[src/rtl/systolic_pkg.sv]
// Shared state encoding and default ibus address map for the systolic array sequencer.
package systolic_pkg;

   typedef enum logic [2:0] {
      IDLE,
      LOAD,
      KICK,
      POLL,
      DRAIN,
      DONE
   } seq_state_t;

   localparam logic [15:0] DEF_LOAD_BASE = 16'h0000;
   localparam logic [15:0] DEF_RES_BASE  = 16'h0100;
   localparam logic [15:0] DEF_CTRL_ADR  = 16'h0200;
   localparam logic [15:0] DEF_STAT_ADR  = 16'h0201;
   localparam logic [15:0] CMD_START     = 16'h0001;

   function automatic int max_int(input int a, input int b);
      return (a > b) ? a : b;
   endfunction

endpackage

[src/rtl/seq_rd_fifo.sv]
// Small result buffer between the ibus read path and the backpressured output stream.
module seq_rd_fifo #(
   parameter int  DEPTH = 4,
   parameter int  WIDTH = 16,
   localparam int CW    = $clog2(DEPTH + 1)
) (
   input  logic             clk,
   input  logic             rst_n,
   input  logic             push,
   input  logic [WIDTH-1:0] push_data,
   input  logic             pop,
   output logic [WIDTH-1:0] pop_data,
   output logic [CW-1:0]    count,
   output logic             empty
);

   localparam int PW = (DEPTH > 1) ? $clog2(DEPTH) : 1;

   logic [WIDTH-1:0] mem [DEPTH];
   logic [PW-1:0]    wr_ptr;
   logic [PW-1:0]    rd_ptr;
   logic             full;
   logic             do_push;
   logic             do_pop;

   always_comb begin
      empty    = (count == '0);
      full     = (count == CW'(DEPTH));
      do_pop   = pop && !empty;
      do_push  = push && (!full || do_pop);
      pop_data = mem[rd_ptr];
   end

   // Pointers wrap explicitly so non power-of-two depths behave.
   always_ff @(posedge clk or negedge rst_n) begin
      if (!rst_n) begin
         wr_ptr <= '0;
         rd_ptr <= '0;
         count  <= '0;
      end else begin
         if (do_push) begin
            wr_ptr <= (wr_ptr == PW'(DEPTH - 1)) ? '0 : wr_ptr + 1'b1;
         end
         if (do_pop) begin
            rd_ptr <= (rd_ptr == PW'(DEPTH - 1)) ? '0 : rd_ptr + 1'b1;
         end
         if (do_push && !do_pop) begin
            count <= count + 1'b1;
         end else if (do_pop && !do_push) begin
            count <= count - 1'b1;
         end
      end
   end

   always_ff @(posedge clk) begin
      if (do_push) begin
         mem[wr_ptr] <= push_data;
      end
   end

endmodule

[src/rtl/systolic_seq_ctrl.sv]
// Runs one job on the 4x4 systolic array: load operands, kick, poll status, drain results.
module systolic_seq_ctrl
   import systolic_pkg::*;
#(
   parameter int          N_LOAD     = 32,
   parameter int          N_RES      = 16,
   parameter logic [15:0] LOAD_BASE  = DEF_LOAD_BASE,
   parameter logic [15:0] RES_BASE   = DEF_RES_BASE,
   parameter logic [15:0] CTRL_ADR   = DEF_CTRL_ADR,
   parameter logic [15:0] STAT_ADR   = DEF_STAT_ADR,
   parameter int          RD_LAT     = 1,
   parameter int          TIMEOUT    = 1024,
   parameter int          FIFO_DEPTH = 4
) (
   input  logic        clk,
   input  logic        rst_n,
   input  logic        cmd_start,
   output logic        busy,
   output logic        done,
   output logic        err,
   input  logic        in_valid,
   output logic        in_ready,
   input  logic [15:0] in_data,
   output logic        out_valid,
   input  logic        out_ready,
   output logic [15:0] out_data,
   output logic        ren,
   output logic [15:0] ibus_radr,
   input  logic [15:0] ibus_rdata,
   output logic        wen,
   output logic [15:0] ibus_wadr,
   output logic [15:0] ibus_wdata
);

   localparam int IDX_W = $clog2(max_int(N_LOAD, N_RES) + 1);
   localparam int PC_W  = $clog2(TIMEOUT + 1);
   localparam int CW    = $clog2(FIFO_DEPTH + 1);
   localparam int SW    = CW + 1;

   seq_state_t        state;
   logic [IDX_W-1:0]  idx;
   logic [IDX_W-1:0]  pop_cnt;
   logic [PC_W-1:0]   poll_cnt;
   logic              poll_pending;
   logic [CW-1:0]     in_flight;
   logic [RD_LAT-1:0] rd_pipe;
   logic              rd_valid;
   logic              push;
   logic              pop;
   logic              fifo_empty;
   logic [CW-1:0]     fifo_count;
   logic              can_issue;

   seq_rd_fifo #(
      .DEPTH (FIFO_DEPTH),
      .WIDTH (16)
   ) u_fifo (
      .clk       (clk),
      .rst_n     (rst_n),
      .push      (push),
      .push_data (ibus_rdata),
      .pop       (pop),
      .pop_data  (out_data),
      .count     (fifo_count),
      .empty     (fifo_empty)
   );

   // Reads are admitted only while buffered plus in-flight words still fit the FIFO.
   always_comb begin
      rd_valid  = rd_pipe[RD_LAT-1];
      push      = rd_valid && (state == DRAIN);
      out_valid = !fifo_empty;
      pop       = out_valid && out_ready;
      can_issue = (state == DRAIN) && (idx < IDX_W'(N_RES)) &&
                  (({1'b0, fifo_count} + {1'b0, in_flight}) < SW'(FIFO_DEPTH));
      done      = (state == DRAIN) && pop && (pop_cnt == IDX_W'(N_RES - 1));
   end

   always_ff @(posedge clk or negedge rst_n) begin
      if (!rst_n) begin
         rd_pipe <= '0;
      end else begin
         rd_pipe[0] <= ren;
         for (int i = 1; i < RD_LAT; i++) begin
            rd_pipe[i] <= rd_pipe[i-1];
         end
      end
   end

   always_ff @(posedge clk or negedge rst_n) begin
      if (!rst_n) begin
         state        <= IDLE;
         busy         <= 1'b0;
         err          <= 1'b0;
         in_ready     <= 1'b0;
         ren          <= 1'b0;
         ibus_radr    <= '0;
         wen          <= 1'b0;
         ibus_wadr    <= '0;
         ibus_wdata   <= '0;
         idx          <= '0;
         pop_cnt      <= '0;
         poll_cnt     <= '0;
         poll_pending <= 1'b0;
         in_flight    <= '0;
      end else begin
         ren <= 1'b0;
         wen <= 1'b0;
         case (state)
            IDLE: begin
               if (cmd_start) begin
                  err          <= 1'b0;
                  busy         <= 1'b1;
                  in_ready     <= 1'b1;
                  idx          <= '0;
                  pop_cnt      <= '0;
                  poll_cnt     <= '0;
                  poll_pending <= 1'b0;
                  in_flight    <= '0;
                  state        <= LOAD;
               end
            end
            LOAD: begin
               if (in_valid && in_ready) begin
                  wen        <= 1'b1;
                  ibus_wadr  <= LOAD_BASE + 16'(idx);
                  ibus_wdata <= in_data;
                  if (idx == IDX_W'(N_LOAD - 1)) begin
                     idx      <= '0;
                     in_ready <= 1'b0;
                     state    <= KICK;
                  end else begin
                     idx <= idx + 1'b1;
                  end
               end
            end
            KICK: begin
               wen        <= 1'b1;
               ibus_wadr  <= CTRL_ADR;
               ibus_wdata <= CMD_START;
               state      <= POLL;
            end
            POLL: begin
               if (!poll_pending) begin
                  ren          <= 1'b1;
                  ibus_radr    <= STAT_ADR;
                  poll_pending <= 1'b1;
               end else if (rd_valid) begin
                  if (ibus_rdata[0]) begin
                     poll_pending <= 1'b0;
                     state        <= DRAIN;
                  end else if (poll_cnt == PC_W'(TIMEOUT - 1)) begin
                     poll_pending <= 1'b0;
                     err          <= 1'b1;
                     busy         <= 1'b0;
                     state        <= IDLE;
                  end else begin
                     poll_cnt  <= poll_cnt + 1'b1;
                     ren       <= 1'b1;
                     ibus_radr <= STAT_ADR;
                  end
               end
            end
            DRAIN: begin
               if (can_issue) begin
                  ren       <= 1'b1;
                  ibus_radr <= RES_BASE + 16'(idx);
                  idx       <= idx + 1'b1;
               end
               in_flight <= in_flight + CW'(can_issue) - CW'(push);
               if (pop) begin
                  pop_cnt <= pop_cnt + 1'b1;
                  if (pop_cnt == IDX_W'(N_RES - 1)) begin
                     state <= DONE;
                  end
               end
            end
            DONE: begin
               busy  <= 1'b0;
               state <= IDLE;
            end
            default: state <= IDLE;
         endcase
      end
   end

endmodule

[config.mk]
export PLATFORM = sky130hd
export DESIGN_NAME = systolic_seq_ctrl
export DESIGN_NICKNAME = d
export VERILOG_FILES = /design/src/rtl/systolic_pkg.sv /design/src/rtl/seq_rd_fifo.sv /design/src/rtl/systolic_seq_ctrl.sv
export SDC_FILE = /design/constraint.sdc
export NUM_CORES = 1
export LEC_CHECK = 0
export ABC_CLOCK_PERIOD_IN_PS = 9200
export CORE_ASPECT_RATIO = 0.6
export CORE_UTILIZATION = 57
export CTS_CLUSTER_DIAMETER = 30
export DETAILED_ROUTE_END_ITERATION = 7
export PLACE_DENSITY_LB_ADDON = 0.15
export SLEW_MARGIN = 20
export SYNTH_ARGS = -nofsm -noshare
export SYNTH_HDL_FRONTEND = slang
export SYNTH_SLANG_ARGS = --single-unit
[constraint.sdc]
create_clock -name clk -period 9.2 [get_ports clk]
set_clock_uncertainty 0.05 [all_clocks]
set_input_delay 1.38 -clock clk [delete_from_list [all_inputs] [get_ports clk]]
set_output_delay 1.38 -clock clk [all_outputs]
set_load 0.05 [all_outputs]
==> results.md, run 1 <==
- Hold Path End: rd_pipe$_DFF_PN0_
- PD cells: 279.5 nW/um^2
- Mean Syn Cell Area: roughly 13 sq um
- Cell Count, Final, Fillers Out: approximately 710
- CTS tree: done
- Layout cells sized above 1: 0.1159
- Worst path arrival time: 3300 ps
- Routed WL: 13200 microns
- Pre-antenna DRT Iters: 4
- Vias in the first global route: 4037
- Clock Tree Root: clkbuf_16
- Hold Violations, Final: 0
- Crit. End Element: primary output
- Post-CTS resize count: 0
- Total track usage: 0.2589
- Unrepaired setup endpoints after global routing: false
- # rows: 28
- DP Area: 7076 sq um
- Yosys synthesis warning count: 0
- CTS sink count: between 100 and 150
- Overflow after GRT: 0
- Ant diodes: 0
- Clk pin slew, worst setup/hold paths: around 60 ps
- Slew Viols, Final: 0
- Most common cell after layout, fill and taps aside: clkdlybuf4s50_1
- Register area share after synthesis: 0.6141
- Vias per inst: 5.837
- Clock buffer depth: 2
- Measured slew at the worst slew-check pin: between 900 and 1000 ps
- Antenna Violating Nets Remaining: 0
- Chip width: 136.0 microns
- Final setup vio count: 0
- IO buf count: 90
- Slew headroom: 0.3716
- WHS: 318.6 ps
- Drc violations: 0
- Critical Path RT: 7770 ps
- FMAX: around 210 MHz
- Final period utilization: 0.5144
- Full die area: between 10000 and 15000 sq um
- HPWL Detailed: 8616 microns
- Core ar.: between 10000 and 15000 sq um
- Hold Buf Count CTS: 0
- H-tree depth: 4
- Status: finished, final reports clean
- GRT busiest layer: met2
- Via count: ~4200
- Worst skew pair latency: a little over 400 ps
- Final GP Congestion: 0.7985
- Worst hold path class: reg2reg
- Syn Std Cell Area: 6145 sq um
- Placed cells: 681
- Asr flop ratio synth: 0.5362
- Met3 Use GR: 0.1020
- CTS Buf Count: 17
- Syn-to-layout area delta: 24.56%
- Reg2Reg Depth: 12
- Final Critical Period: ~4700 ps
- Met1 usage: 0.3656
- Synth Flop Type: dfrtp_1
- Synth Register Bits: 138
- Global-route wire length before repair: 21200 microns
- VDD IR max: 0.2048 mV
- FF-to-FF setup slack: between 5000 and 6000 ps
- WL per Instance: 18.51 microns
- Setup Fix Bufs, Post-CTS: 0
- Number of antenna violations at the first check in global routing: 0
- Final core occ: 0.7533
- Met2 GRT Util: 0.3685
- Library cells used by synthesis: 60
- DRT iter0 DRCs: 253
- Setup TNS: 0 ps
- Commonest cells after routing, fill and taps aside: 89 x clkdlybuf4s50_1, 73 x dfrtp_1, 64 x edfxtp_1
- Synth Instances: approximately 480
- Crit start category: input port
- Nets: 617
- Min-Delay Path Depth: 0
- Hold Startpoint: ren$_DFF_PN0_
- Worst-path fanout max: 11
- Largest net degree at the start of global routing: 75
- I/O pin count: 108
- Post-synth EDFFs: 64
- Reg2reg start: state[2]$_DFFE_PN0P_
- Die H: just over 80 microns
- LEAKAGE: 0.003004 uW
- Fin area: 7654 sq um
- Initial Utilization: 0.6048
- Kind of critical path: in2out
- Max Cap Viol: 0
- Worst R2R End: in_flight[2]$_DFFE_PN0P_
## critical path: stages
cell             delay, ps
clkdlybuf4s50_1        500
o31ai_1                 80
buf_4                  180
nor4_1                 300
clkdlybuf4s50_1        860
## cells by family after synthesis
kind of cell | Yosys count | synth area share
AO/OA/AOI/OAI | 92 | 0.09937
XOR/XNOR | 9 | 0.01283
adder cells (fa/ha/maj) | 15 | 0.03299
buffers and inverters | 59 | 0.04867
flip-flops | 138 | 0.6141
multiplexers | 24 | 0.07330
other | 1 | 0.0006103
AND/OR/NAND/NOR | 140 | 0.1181
## metal layers
metal / up-vias / wire, microns
li1: 1903 / -
met1: 2059 / 5994
met2: 186 / 5817
met3: 14 / 1228
met4: 0 / 157
met5: - / 0
## metrics by stage
stage | total power, uW | worst slack (ps)
3_3_place_gp | 1467 | 4529
4_1_cts | 2153 | 4477
3_5_place_dp | 1482 | 4483
2_1_floorplan | 1261 | 4564
5_1_grt | 2232 | 4368
6_report | 2139 | 4468
## cell usage after synthesis, types with 4 or more instances
cell / n / area (sq um)
nor2_1: 15 / 56.30
mux2_2: 4 / 45.04
nand2_1: 58 / 217.7
ha_1: 13 / 162.7
inv_1: 17 / 63.81
dfrtp_1: 74 / 1852
clkbuf_1: 16 / 60.06
nor4_1: 4 / 25.02
a22o_1: 6 / 52.55
buf_2: 5 / 25.02
buf_4: 17 / 127.6
or3_1: 4 / 25.02
or4_1: 4 / 30.03
a31oi_1: 4 / 25.02
edfxtp_1: 64 / 1922
xnor2_1: 7 / 61.31
nor3_1: 6 / 30.03
and2_1: 8 / 50.05
mux4_2: 16 / 360.4
o2bb2ai_1: 4 / 35.03
nor2b_1: 4 / 25.02
o21ai_0: 34 / 170.2
o31ai_1: 14 / 105.1
nand3_1: 10 / 50.05
nand2b_1: 5 / 31.28
a21oi_1: 13 / 65.06
## cell type report
class | instances | area, sq um
Multi-Input combinational cell | 297 | 2143
Clock inverter | 15 | 151.4
Tap cell | 135 | 168.9
Fill cell | 661 | 2506
Timing Repair Buffer | 94 | 925.9
Clock buffer | 17 | 425.4
Inverter | 17 | 63.81
Sequential cell | 138 | 3775
## how the worst max path moves through the flow
| stage | startpoint | end | slack [ps] | depth (start not counted) |
|---|---|---|---|---|
| 2_1_floorplan | out_ready | done | 4560 | 3 |
| 3_3_place_gp | out_ready | done | 4530 | 5 |
| 3_5_place_dp | out_ready | done | 4480 | 5 |
| 4_1_cts | out_ready | done | 4480 | 5 |
| 5_1_grt | out_ready | done | 4370 | 5 |
| 6_report | out_ready | done | 4470 | 5 |
## sequential cells by signal, summed over array words and instances (netlist names), 2 cells and up
register       cells
ibus_wdata        16
in_flight          3
u_fifo.count       3
u_fifo.mem        64
u_fifo.rd_ptr      2
ibus_wadr          7
state              3
idx                6
poll_cnt          11
pop_cnt            6
u_fifo.wr_ptr      2
ibus_radr          8
## power breakdown
part / total (uW) / switching (uW) / internal (uW)
clock: 665 / 266 / 398
combinational: 664 / 411 / 253
sequential: 810 / 99.6 / 711
Power figures use the tool's default switching activity.
==> run 2, diff against run 1 <==
--- a/config.mk
+++ b/config.mk
@@ -5,9 +5,9 @@
 export SDC_FILE = /design/constraint.sdc
 export NUM_CORES = 1
 export LEC_CHECK = 0
-export ABC_CLOCK_PERIOD_IN_PS = 9200
+export ABC_CLOCK_PERIOD_IN_PS = 4200
 export CORE_ASPECT_RATIO = 0.6
-export CORE_UTILIZATION = 57
+export CORE_UTILIZATION = 48
 export CTS_CLUSTER_DIAMETER = 30
 export DETAILED_ROUTE_END_ITERATION = 7
 export PLACE_DENSITY_LB_ADDON = 0.15
==> constraint.sdc (replaced) <==
create_clock -name clk -period 4.2 [get_ports clk]
set_clock_uncertainty 0.05 [all_clocks]
set_input_delay 0.63 -clock clk [delete_from_list [all_inputs] [get_ports clk]]
set_output_delay 0.63 -clock clk [all_outputs]
set_load 0.05 [all_outputs]
==> results.md, run 2 (same netlist as run 1, synthesis figures left out) <==
- Commonest cells after routing, fill and taps aside: 89 x clkdlybuf4s50_1, 74 x dfrtp_1, 64 x edfxtp_1 (was 89 x clkdlybuf4s50_1, 73 x dfrtp_1, 64 x edfxtp_1)
- Chip width: 148.1 microns (was 136.0 microns)
- Final setup vio count: 0 (unchanged)
- Vias in the first global route: 3901 (was 4037)
- Placed cells: 714 (was 681)
- Reg2reg start: state[2]$_DFFE_PN0P_ (unchanged)
- WL per Instance: 16.36 microns (was 18.51 microns)
- Unrepaired setup endpoints after global routing: false (unchanged)
- Worst R2R End: in_flight[2]$_DFFE_PN0P_ (unchanged)
- Pre-antenna DRT Iters: 7 (was 4)
- Measured slew at the worst slew-check pin: 904.6 ps (was 942.6 ps)
- DRT iter0 DRCs: 191 (was 253)
- Setup TNS: 0 ps (unchanged)
- Slew headroom: 0.3969 (was 0.3716)
- Reg2Reg Depth: 12 (unchanged)
- IO buf count: 90 (unchanged)
- Largest regs: u_fifo.mem (64), ibus_wdata (16), poll_cnt (11) (unchanged)
- Number of antenna violations at the first check in global routing: 0 (unchanged)
- Setup Fix Bufs, Post-CTS: 0 (unchanged)
- Vias per inst: 5.389 (was 5.837)
- FMAX: 271.1 MHz
- Crit start category: flop (was input port)
- CTS tree: done (unchanged)
- Via count: 4020 (was 4162)
- Total track usage: 0.1997 (was 0.2589)
- HPWL Detailed: 8055 microns (was 8616 microns)
- CTS sink count: 138 (unchanged)
- Critical Path RT: 3520 ps (was 7770 ps)
- Register area: 3774 sq um (was 3775 sq um)
- Overflow after GRT: 0 (unchanged)
- FF-to-FF setup slack: 920 ps (was 5750 ps)
- Kind of critical path: reg2out (was in2out)
- Final period utilization: 0.8783
- Slew Viols, Final: 0 (unchanged)
- VDD IR max: 0.3172 mV (was 0.2048 mV)
- Hold Buf Count CTS: 0 (unchanged)
- Drc violations: 0 (unchanged)
- Worst path arrival time: 3010 ps (was 3300 ps)
- Status: finished, final reports clean (unchanged)
- I/O pin count: 108 (unchanged)
- Number of filler instances in the final layout: 952 (was 661)
- Top reg by flops: u_fifo.mem (unchanged)
- Largest net degree at the start of global routing: 46 (was 75)
- Crit. End Element: primary output (unchanged)
- Layout cells sized above 1: 0.1222 (was 0.1159)
- Initial Utilization: 0.5013 (was 0.6048)
- Nets: 620 (was 617)
- Clock Tree Root: clkbuf_16 (unchanged)
- Die H: 89.64 microns (was 82.43 microns)
- Hold Violations, Final: 0 (unchanged)
- Worst hold path class: in2async (was reg2reg)
- Syn-to-layout area delta: 26.51% (was 24.56%)
- Final GP Congestion: 0.7598 (was 0.7985)
- Clk pin slew, worst setup/hold paths: 60 ps (about the same)
- CTS Buf Count: 17 (unchanged)
- Clock buffer depth: 2 (unchanged)
- # rows: 31 (was 28)
- Final core occ: 0.6342 (was 0.7533)
- Full die area: 13270 sq um (was 11210 sq um)
- Routed WL: 12200 microns (was 13200 microns)
- Post-CTS resize count: 0 (unchanged)
- Cell Count, Final, Fillers Out: 746 (was 713)
- Core ar.: 12260 sq um (was 10160 sq um)
- H-tree depth: 4 (unchanged)
- LEAKAGE: 0.003061 uW (was 0.003004 uW)
- Most common cell after layout, fill and taps aside: clkdlybuf4s50_1 (unchanged)
- Antenna Violating Nets Remaining: 0 (unchanged)
- Worst skew pair latency: 410 ps (about the same)
- Max Cap Viol: 0 (unchanged)
- Max reg flops: 64 (unchanged)
- Final Critical Period: 3689 ps
- Multi-input gate area: 2141 sq um (was 2143 sq um)
- Ant diodes: 0 (unchanged)
- PD cells: 621.2 nW/um^2 (was 279.5 nW/um^2)
- Worst-path fanout max: 19 (was 11)
- Global-route wire length before repair: 19890 microns (was 21200 microns)
-- run 2: cell types whose count changed in the layout (fill, tap and decap cells not counted), moves of 2 or more --
cell,before,now
buf_4,4,7
clkinvlp_4,5,2
bufinv_16,2,4
clkinv_2,3,1
inv_8,0,2
-- run 2: how the worst max path moves through the flow --
| stage | depth (start not counted) | startpoint | end | slack (ps) |
|---|---|---|---|---|
| floorplan | 4 | state[1]$_DFFE_PN0P_ | done | 840 |
| global placement | 4 | out_ready | done | 940 |
| detailed placement | 12 | state[2]$_DFFE_PN0P_ | in_flight[2]$_DFFE_PN0P_ | 920 |
| CTS | 3 | state[2]$_DFFE_PN0P_ | done | 520 |
| global route | 3 | state[2]$_DFFE_PN0P_ | done | 390 |
| finish | 3 | state[2]$_DFFE_PN0P_ | done | 510 |
-- run 2: per-stage QoR --
| stage | cell area, sq um | total power [uW] | hold WS, ps | worst slack [ps] |
|---|---|---|---|---|
| 6_report | 7774 | 4829 | 267.8 | 511.3 |
| 2_1_floorplan | 6205 | 2761 | 284.4 | 843.0 |
| 4_1_cts | 7774 | 4870 | 296.0 | 516.3 |
| 5_1_grt | 7774 | 5028 | 334.1 | 391.9 |
| 3_5_place_dp | 7133 | 3239 | 312.4 | 921.7 |
| 3_3_place_gp | 7133 | 3228 | 320.2 | 937.5 |
-- run 2: worst max-delay path: stages, from the launching register on --
cell,delay (ps)
dfrtp_1,700
or3b_2,590
nor4_1,420
clkdlybuf4s50_1,890
-- run 2: metal layers --
layer | GRT usage | vias to the layer above | wire length, microns | share of wire
li1 | - | 1913 | - | -
met1 | 0.2766 | 1959 | 5854 | 0.48
met2 | 0.2962 | 135 | 5290 | 0.43
met3 | 0.06414 | 13 | 931 | 0.076
met4 | 0.07779 | 0 | 125 | 0.010
met5 | 0 | - | 0 | 0
-- run 2: where the power goes --
part | internal [uW] | leakage, uW | switching [uW]
Sequential | 1560 | 0.00152 | 164
Clock | 1010 | 0.000308 | 603
Combinational | 561 | 0.00123 | 937
-- run 2: area by class of cell --
cell class,count,share of cell area
Sequential cell,138,0.4854
Multi-Input combinational cell,297,0.2754
Timing Repair Buffer,97,0.1220
Clock buffer,17,0.05472
Clock inverter,15,0.02768
Tap cell,165,0.02656
Inverter,17,0.008209
==> run 3, diff against run 2 <==
--- a/config.mk
+++ b/config.mk
@@ -9,6 +9,7 @@
 export CORE_ASPECT_RATIO = 0.6
 export CORE_UTILIZATION = 48
 export CTS_CLUSTER_DIAMETER = 30
+export CTS_CLUSTER_SIZE = 25
 export DETAILED_ROUTE_END_ITERATION = 7
 export PLACE_DENSITY_LB_ADDON = 0.15
 export SLEW_MARGIN = 20
==> results of run 3 <==
Same layout as run 2: the final DEF is identical, and so are final timing and power.
